**src/rtl/des_pkg.sv**
```systemverilog
// rtl/des_pkg.sv - shared types, PC-1 table and shift helpers for the DES key schedule
package des_pkg;

    typedef logic [28:1] half_t;
    typedef logic [48:1] subkey_t;
    typedef enum logic [1:0] {IDLE, RUN, DONE} state_t;

    // Bit r-1 set means round r rotates by one position, clear means two.
    localparam logic [15:0] DES_SHIFTS = 16'h8103;

    // PC1_TABLE[i] names the key bit that lands in PC-1 output bit i+1.
    localparam int PC1_TABLE [56] = '{
        57, 49, 41, 33, 25, 17,  9,
         1, 58, 50, 42, 34, 26, 18,
        10,  2, 59, 51, 43, 35, 27,
        19, 11,  3, 60, 52, 44, 36,
        63, 55, 47, 39, 31, 23, 15,
         7, 62, 54, 46, 38, 30, 22,
        14,  6, 61, 53, 45, 37, 29,
        21, 13,  5, 28, 20, 12,  4
    };

    function automatic int total_shift(logic [15:0] sched, int rounds);
        int t = 0;
        for (int i = 0; i < rounds; i++) begin
            t += sched[4'(i)] ? 1 : 2;
        end
        return t;
    endfunction

endpackage

```
**src/rtl/des_pc2.sv**
```systemverilog
// rtl/des_pc2.sv - PC-2 permutation, 56-bit C/D state to 48-bit round subkey
module des_pc2 (
    input  logic [56:1] cd,
    output logic [48:1] k
);

    localparam int PC2_TABLE [48] = '{
        14, 17, 11, 24,  1,  5,
         3, 28, 15,  6, 21, 10,
        23, 19, 12,  4, 26,  8,
        16,  7, 27, 20, 13,  2,
        41, 52, 31, 37, 47, 55,
        30, 40, 51, 45, 33, 48,
        44, 49, 39, 56, 34, 53,
        46, 42, 50, 36, 29, 32
    };

    for (genvar i = 0; i < 48; i++) begin : g_pc2
        assign k[i+1] = cd[6'(PC2_TABLE[i])];
    end

    logic unused_cd;
    assign unused_cd = ^{cd[9], cd[18], cd[22], cd[25], cd[35], cd[38], cd[43], cd[54]};

endmodule

```
**src/rtl/key_pc1.sv**
```systemverilog
// rtl/key_pc1.sv - PC-1 permutation, 64-bit key with parity to 56-bit C/D seed
module key_pc1
    import des_pkg::*;
(
    input  logic [64:1] key,
    output logic [56:1] pc1
);

    for (genvar i = 0; i < 56; i++) begin : g_pc1
        assign pc1[i+1] = key[7'(PC1_TABLE[i])];
    end

    // Parity bits never reach the schedule.
    logic unused_parity;
    assign unused_parity = ^{key[8], key[16], key[24], key[32],
                             key[40], key[48], key[56], key[64]};

endmodule

```
**src/rtl/des_key_schedule.sv**
```systemverilog
// rtl/des_key_schedule.sv - sequential DES subkey generator, one PC-2 subkey per handshake
module des_key_schedule
    import des_pkg::*;
#(
    parameter int          ROUNDS         = 16,
    parameter logic [15:0] SHIFT_SCHEDULE = DES_SHIFTS,
    parameter int          ROUND_W        = 5
) (
    input  logic               clk,
    input  logic               rst_n,
    input  logic               start,
    input  logic               decrypt,
    input  logic [64:1]        key,
    output logic               busy,
    output logic               subkey_valid,
    input  logic               subkey_ready,
    output subkey_t            subkey,
    output logic [ROUND_W-1:0] round_idx,
    output logic               done
);

    localparam logic [ROUND_W-1:0] FIRST_R     = ROUND_W'(1);
    localparam logic [ROUND_W-1:0] LAST_R      = ROUND_W'(ROUNDS);
    localparam int                 TOTAL_SHIFT = total_shift(SHIFT_SCHEDULE, ROUNDS);

    state_t              state;
    logic                mode;
    logic [ROUND_W-1:0]  r;
    half_t               c, d;
    logic [56:1]         seed;
    half_t               c0, d0;
    logic                hs, last;

    function automatic logic one_step(logic [ROUND_W-1:0] rr);
        return SHIFT_SCHEDULE[4'(rr - FIRST_R)];
    endfunction

    // DES bit 1 sits at index 1, so a DES left rotation moves bits toward index 1.
    function automatic half_t rotl(half_t h, logic one);
        return one ? {h[1], h[28:2]} : {h[2:1], h[28:3]};
    endfunction

    function automatic half_t rotr(half_t h, logic one);
        return one ? {h[27:1], h[28]} : {h[26:1], h[28:27]};
    endfunction

    key_pc1 u_pc1 (
        .key (key),
        .pc1 (seed)
    );

    assign c0 = seed[28:1];
    assign d0 = seed[56:29];

    // C holds DES bits 1..28 of the PC-2 input, so it occupies the low indices.
    des_pc2 u_pc2 (
        .cd ({d, c}),
        .k  (subkey)
    );

    assign round_idx = r;
    assign hs        = subkey_valid & subkey_ready;
    assign last      = mode ? (r == FIRST_R) : (r == LAST_R);

    always_ff @(posedge clk or negedge rst_n) begin
        if (!rst_n) begin
            state        <= IDLE;
            mode         <= 1'b0;
            r            <= '0;
            c            <= '0;
            d            <= '0;
            busy         <= 1'b0;
            subkey_valid <= 1'b0;
            done         <= 1'b0;
        end else begin
            done <= 1'b0;
            case (state)
                IDLE: begin
                    if (start) begin
                        mode         <= decrypt;
                        busy         <= 1'b1;
                        subkey_valid <= 1'b1;
                        state        <= RUN;
                        if (decrypt) begin
                            // A full 28-position schedule returns C16/D16 to C0/D0.
                            c <= c0;
                            d <= d0;
                            r <= LAST_R;
                        end else begin
                            c <= rotl(c0, one_step(FIRST_R));
                            d <= rotl(d0, one_step(FIRST_R));
                            r <= FIRST_R;
                        end
                    end
                end
                RUN: begin
                    if (hs) begin
                        if (last) begin
                            state        <= DONE;
                            busy         <= 1'b0;
                            subkey_valid <= 1'b0;
                            done         <= 1'b1;
                        end else if (mode) begin
                            c <= rotr(c, one_step(r));
                            d <= rotr(d, one_step(r));
                            r <= r - FIRST_R;
                        end else begin
                            c <= rotl(c, one_step(r + FIRST_R));
                            d <= rotl(d, one_step(r + FIRST_R));
                            r <= r + FIRST_R;
                        end
                    end
                end
                DONE:    state <= IDLE;
                default: state <= IDLE;
            endcase
        end
    end

    // Reverse order only undoes the rotations when they add up to one full turn.
    always @(posedge clk) begin
        if (rst_n && state == IDLE && start && decrypt) begin
            assert (TOTAL_SHIFT == 28);
        end
    end

endmodule

```
**config.mk**
```make
export PLATFORM = sky130hd
export DESIGN_NAME = des_key_schedule
export DESIGN_NICKNAME = d
export VERILOG_FILES = /design/src/rtl/des_pkg.sv /design/src/rtl/des_pc2.sv /design/src/rtl/key_pc1.sv /design/src/rtl/des_key_schedule.sv
export SDC_FILE = /design/constraint.sdc
export NUM_CORES = 1
export LEC_CHECK = 0
export ABC_AREA = 1
export BUFFER_PORTS_ARGS = -buffer_cell sky130_fd_sc_hd__buf_2
export CAP_MARGIN = 20
export CORE_MARGIN = 3
export CORE_UTILIZATION = 40
export CTS_CLUSTER_SIZE = 25
export DETAILED_ROUTE_END_ITERATION = 10
export PLACE_DENSITY_LB_ADDON = 0.08
export SLEW_MARGIN = 10
export SYNTH_ARGS = -nofsm -noshare
export SYNTH_HDL_FRONTEND = slang
export SYNTH_SLANG_ARGS = --single-unit
```
**constraint.sdc**
```tcl
create_clock -name clk -period 3.7 [get_ports clk]
set_input_delay 0.555 -clock clk [delete_from_list [all_inputs] [get_ports clk]]
set_output_delay 0.555 -clock clk [all_outputs]
set_load 0.01 [all_outputs]
```
Word level (Yosys, flattened, before mapping). Memories as Yosys holds them, arrays and structs flattened. Cells that the tools add are included.

Register bits after elaboration: 66. Bits in read-only memories: 32. Bits of input ports: 69. Output and inout port bits: 56. Word-level logic and storage cells: 64. Memories: 2.

$add $sub $neg: 3. $lt $le $gt $ge: 2. Equality and inequality tests: 7. Multiplexer cells: 36. Bitwise gates (word level): 1. Reductions and logical operators: 6.

Memory list: (no name shown) (depth 16, width 1, read ports 1, clocked after Yosys merged registers in 0, write ports 0, RTL line des_key_schedule.sv:35) `return SHIFT_SCHEDULE[4'(rr - FIRST_R)];`; (no name shown) (depth 16, width 1, read ports 1, clocked after Yosys merged registers in 0, write ports 0, RTL line des_key_schedule.sv:35).

Operators by type and width (count): $mux 28 (14); $pmux 28 s2 (2); $mux 5 (5); $lt 4x5->1 const B (2); $pmux 5 s2 (1); $mux 1 (9); $ne 2x2->1 const B (4); $reduce_and 4->1 (2); $mux 2 (3); $add 5x1->5 const B (1); $eq 5x1->1 const B (1); $eq 5x5->1 const B (1); $sub 5x1->5 const B (1); $pmux 2 s2 (1); $sub 4x1->4 const B (1); $reduce_and 3->1 (1); $eq 2x1->1 const B (1); $logic_not 2->1 (1); $pmux 1 s2 (1); $reduce_and 2->1 (1); $reduce_bool 2->1 (1); $and 1x1->1 (1).

Longest topological paths before layout.
Depth after elaboration: 9. Mapped depth: 17. Mapped depth without buffers: 15.

Hierarchy. Synthesis repeated with hierarchy kept, for this count alone.

Cell total of the unflattened synthesis: 1129. Area total of the unflattened synthesis: 6880.3 um^2.

Modules (own cells, without submodules): des_key_schedule (times used 1, cells each 1024, area an instance 6095.8 um^2, seq. area each 1651.6 um^2); key_pc1 (times used 1, cells each 56, area an instance 420.4 um^2, seq. area each 0.0 um^2); des_pc2 (times used 1, cells each 49, area an instance 364.1 um^2, seq. area each 0.0 um^2).

Worst setup path after synthesis. No wires, ideal clock.

Kind: register -> register. From: register r[1] (netlist: round_idx[1]). To: register d[3]. Library setup time: 0.073 ns. Arrival: 2.045 ns. Data required time: 3.627 ns. Slack: 1.582 ns. Stages on the path, launching flop included: 16. Buffers on the path: 2. Period minus slack after synthesis: 2.118 ns. Cells stage by stage: dfrtp_1 > inv_1 > ha_1 > inv_1 > nand2_1 > inv_1 > nand2_1 > nand2_1 > nand3_2 > buf_6 > buf_4 > nand3_1 > nand3_1 > nand2_1 > nand2_1 > a21oi_2.

Longest elaborated chain between the ends: 9. Elaborated cells between the ends (all ways): 18. Those cells by class: 3 x add/sub; 3 x eq/ne; 9 x mux; 1 x reduce/logical; 2 x memory.

RTL lines: from (decl) (RTL line des_key_schedule.sv:28) `logic [ROUND_W-1:0] r;`; from (signal assigned) (RTL line des_key_schedule.sv:106) `r <= r - FIRST_R;`; from (signal assigned) (RTL line des_key_schedule.sv:110) `r <= r + FIRST_R;`; $add 5x1->5; $sub 4x1->4 (RTL line des_key_schedule.sv:35); $mem_v2 16x1; $mux 1 (implied by the code) (RTL line des_key_schedule.sv:35); $mux 28 (RTL line des_key_schedule.sv:40) `return one ? {h[1], h[28:2]} : {h[2:1], h[28:3]};`; $mux 28 (RTL line des_key_schedule.sv:103) `end else if (mode) begin`; $mux 28 (RTL line des_key_schedule.sv:98) `if (last) begin`; $mux 28 (RTL line des_key_schedule.sv:97) `if (hs) begin`; $pmux 28 s2 (RTL line des_key_schedule.sv:77) `case (state)`; to (signal assigned) (RTL line des_key_schedule.sv:91) `d <= rotl(d0, one_step(FIRST_R));`; to (signal assigned) (RTL line des_key_schedule.sv:105) `d <= rotr(d, one_step(r));`; to (signal assigned) (RTL line des_key_schedule.sv:109) `d <= rotl(d, one_step(r + FIRST_R));`; to (decl) (RTL line des_key_schedule.sv:29) `half_t c, d;`.

Several ways; a longest one is shown, not always the timed one. The select of a mux whose other input is x is not followed. A chain may end at the register's enable or synchronous reset.

Worst setup path after layout.
From: register r[1] (netlist: round_idx[1]). To: register d[8].

The elaborated chain is that of the path after synthesis.

==> flow_metrics.env <==
export IMPL_status="finished clean"
export IMPL_fin_skew_ns=0.00529
export IMPL_worstSetupPathType="reg2reg"
export IMPL_p_int_mw=1.21
export IMPL_cp_common_cell="nand2_1"
export IMPL_startpoint_type="register"
export IMPL_yosysWarnings=0
export IMPL_synth_cell_type_count=28
export IMPL_grt_max_degree=63
export IMPL_comb_power_share_pct=5.2
export IMPL_drv_slew=0
export IMPL_die_h_um=134
export IMPL_post_route_min_period_ns=2.79
export IMPL_ir_drop_mv=0.195
export IMPL_seqPwrFrac_pct=45.8
export IMPL_endpoint_kind="register"
export IMPL_hold_violations=0
export IMPL_cts_hold_buffers_added=0
export IMPL_synth_seq_area_share_pct=25.3
export IMPL_drt_pass1_iter_count=5
export IMPL_synth_area_leaders="dfrtp_1 (25%), nand3_1 (17%), nand2_1 (15%)"
export IMPL_cts_buffers=9
export IMPL_drcViolationCount=0
export IMPL_gp_congestion=0.784
export IMPL_track_usage_pct=20.9
export IMPL_setup_viol=0
export IMPL_cts_root_buf="clkbuf_16"
export IMPL_critPathRequiredTime_ns=3.92
export IMPL_worst_pin_slew_ns=0.937
export IMPL_avgViaCountPerCell=5.10
export IMPL_slowest_delay_ns=0.59
export IMPL_hold_class="in2async"
export IMPL_p_clk_share_pct=49.0
export IMPL_switching_share_pct=23.4
export IMPL_postCtsSetupRepairBufs=0
export IMPL_cts_sinks=66
export IMPL_hpwl_mm=11.8
export IMPL_vias=6641
export IMPL_fp_dieArea_mm2=0.0179
export IMPL_start_util_pct=40.9
export IMPL_htree_levels=3
export IMPL_fmax_mhz=359
export IMPL_fp_dieW_um=134
export IMPL_grt_pass1_vias=6187
export IMPL_grt_pass1_wl_mm=31.2
export IMPL_crit_path_cell_trace="inv_1, ha_1, inv_1, nand2_1, inv_1, nand2_1, inv_2, nand2_1, nand3_2, buf_4, nand3_1, nand3_1, nand2_1, nand2_1, a21oi_2"
export IMPL_rows=46
export IMPL_clk_latency_ns=0.34
export IMPL_period_share_pct=75.3
export IMPL_wirelength_mm=18.5
export IMPL_grt_setup_unrepaired="false"
export IMPL_p_total_mw=1.58
export IMPL_synthCells=1072
export IMPL_place_port_buffers=95
export IMPL_synth_top_area_cell="dfrtp_1"
export IMPL_cp_slowest_cell="dfrtp_1"
export IMPL_drv_cap=0
export IMPL_cp_max_fo=56
export IMPL_io_pins=125
export IMPL_clock_path_buffers=2
export IMPL_finish_net_count=1157
export IMPL_core_mm2=0.0159
export IMPL_power_density_mw_per_mm2=228
export IMPL_overflow=0
export IMPL_clkTransAtPathRegs_ns=0.06
export IMPL_synth_area_per_cell_um2=6.09
export IMPL_slew_limit_headroom_pct=37.6
export IMPL_cts_tree="yes"
export IMPL_ant_nets=0
export IMPL_synth_area_mm2=0.00653
export IMPL_areaGrowthSynthToFinish_pct=5.93
export IMPL_antenna_found_initial=0
export IMPL_tns_ns=0
export IMPL_drive_above_1_share_pct=14.9
export IMPL_drt_initial_drc_count=619
export IMPL_yosys_area_top_type_share_pct=25.3
export IMPL_cts_resized=0
export IMPL_cp_arrival_ns=3.01
export IMPL_antenna_cells=0
export IMPL_cellLeakagePower_nw=4.10
export IMPL_switchingPower_uw=369
export IMPL_ys_ff_latch=66
export IMPL_wire_per_inst_um=14.2
==> per-stage QoR <==
stage / worst slack [ns] / hold slack, ns / utilization, % / area, um2 / std cells
after floorplan: 1.58 / 0.259 / - / 6600 / 1092
after global placement: 0.959 / 0.498 / 41.8 / 6660 / 1289
after detailed placement: 0.933 / 0.504 / 41.8 / 6660 / 1289
after CTS: 0.918 / 0.407 / 43.4 / 6910 / 1301
after global routing: 0.648 / 0.447 / 43.4 / 6910 / 1301
final: 0.913 / 0.365 / 43.4 / 6910 / 1301
==> path summary, 6_finish.rpt <==
check	from	endpoint	slack (ns)	cells past startpoint
min in group clk	d[6]	d[6]	0.51	2
max	round_idx[1]	d[8]	0.91	15
min	rst_n	c[3]	0.37	1
min reg2reg	d[6]	d[6]	0.51	2
max in group asynchronous	rst_n	d[9]	2.53	2
max reg2reg	round_idx[1]	d[8]	0.91	15
==> cell usage after synthesis (all sizes together) <==
library cell  number
nand3            229
ha                 4
nand4              4
conb               1
nor2             120
nand2            260
xor2               3
o21ai              9
o2111ai            1
o22ai             57
inv              126
o31ai              1
a21oi             58
dfrtp             66
clkbuf            19
buf              112
o211ai             2
==> sequential cells by signal, summed over array words and instances, names as in the netlist <==
name	cells
c	28
d	28
round_idx	5
state	2
done	1
mode	1
subkey_valid	1
==> cells by family (layout without fill, tap and decap cells) <==
family	count (synthesis)	count (layout)	synth area share, %
buf+inv	257	250	20.7
xor+xnor	3	3	0.518
flops	66	66	25.3
compound gates	128	128	12.3
fa+ha+maj	4	4	0.767
simple gates	613	613	40.3
other cells	1	21	0.0575
==> worst max-delay path, delay by kind of cell (launching register included) <==
family                     cells  cell delay, ns
buffers and inverters          5            0.97
and+or+nand+nor                8            0.72
DFF                            1            0.59
adders and majority gates      1            0.30
AOI/OAI and AO/OA              1            0.06
==> power groups by stage <==
stage | Combinational [mW] | Clock (mW) | Sequential [mW]
final | 0.0827 | 0.772 | 0.722
after detailed placement | 0.0844 | 0 | 0.735
after floorplan | 0.0457 | 0 | 0.735
after CTS | 0.0848 | 0.785 | 0.722
after global routing | 0.0959 | 0.813 | 0.722
after global placement | 0.0839 | 0 | 0.735
==> area by class of cell <==
type                    count  area [um2]
inverters                 126         473
flip-flops and latches     66        1650
repair buffers            112         641
clock buffers              11         243
clock inverters             1        5.00
multi-input cells         769        3630
well taps                 216         270
fillers                  1810        9030
==> cell usage in the layout, fill, tap and decap left out <==
cell type and count:
nand2_2 5, xor2_1 2, inv_1 122, a21oi_2 21
o21ai_4 2, ha_1 4, xor2_2 1, buf_12 3
nand4_1 4, o2111ai_1 1, clkbuf_1 1, conb_1 21
clkbuf_16 9, nand3_2 3, clkinv_2 1, dfrtp_1 65
dfrtp_2 1, o211ai_1 2, buf_2 95, a21oi_1 37
o21ai_0 2, buf_4 14, nand3_1 226, nand2_1 255
nor2_4 2, o21ai_1 5, o22ai_1 57, inv_2 4
nor2_1 118, clkbuf_8 1, o31ai_1 1
==> layer usage <==
metal	part of all wire, %	GRT usage [%]	vias to the layer above
li1	-	-	3414
met4	1.4	6.86	0
met2	44	32.8	172
met5	0	0	-
met1	50	29.7	3039
met3	4.9	2.95	16
(Power assumes the default switching activity.)
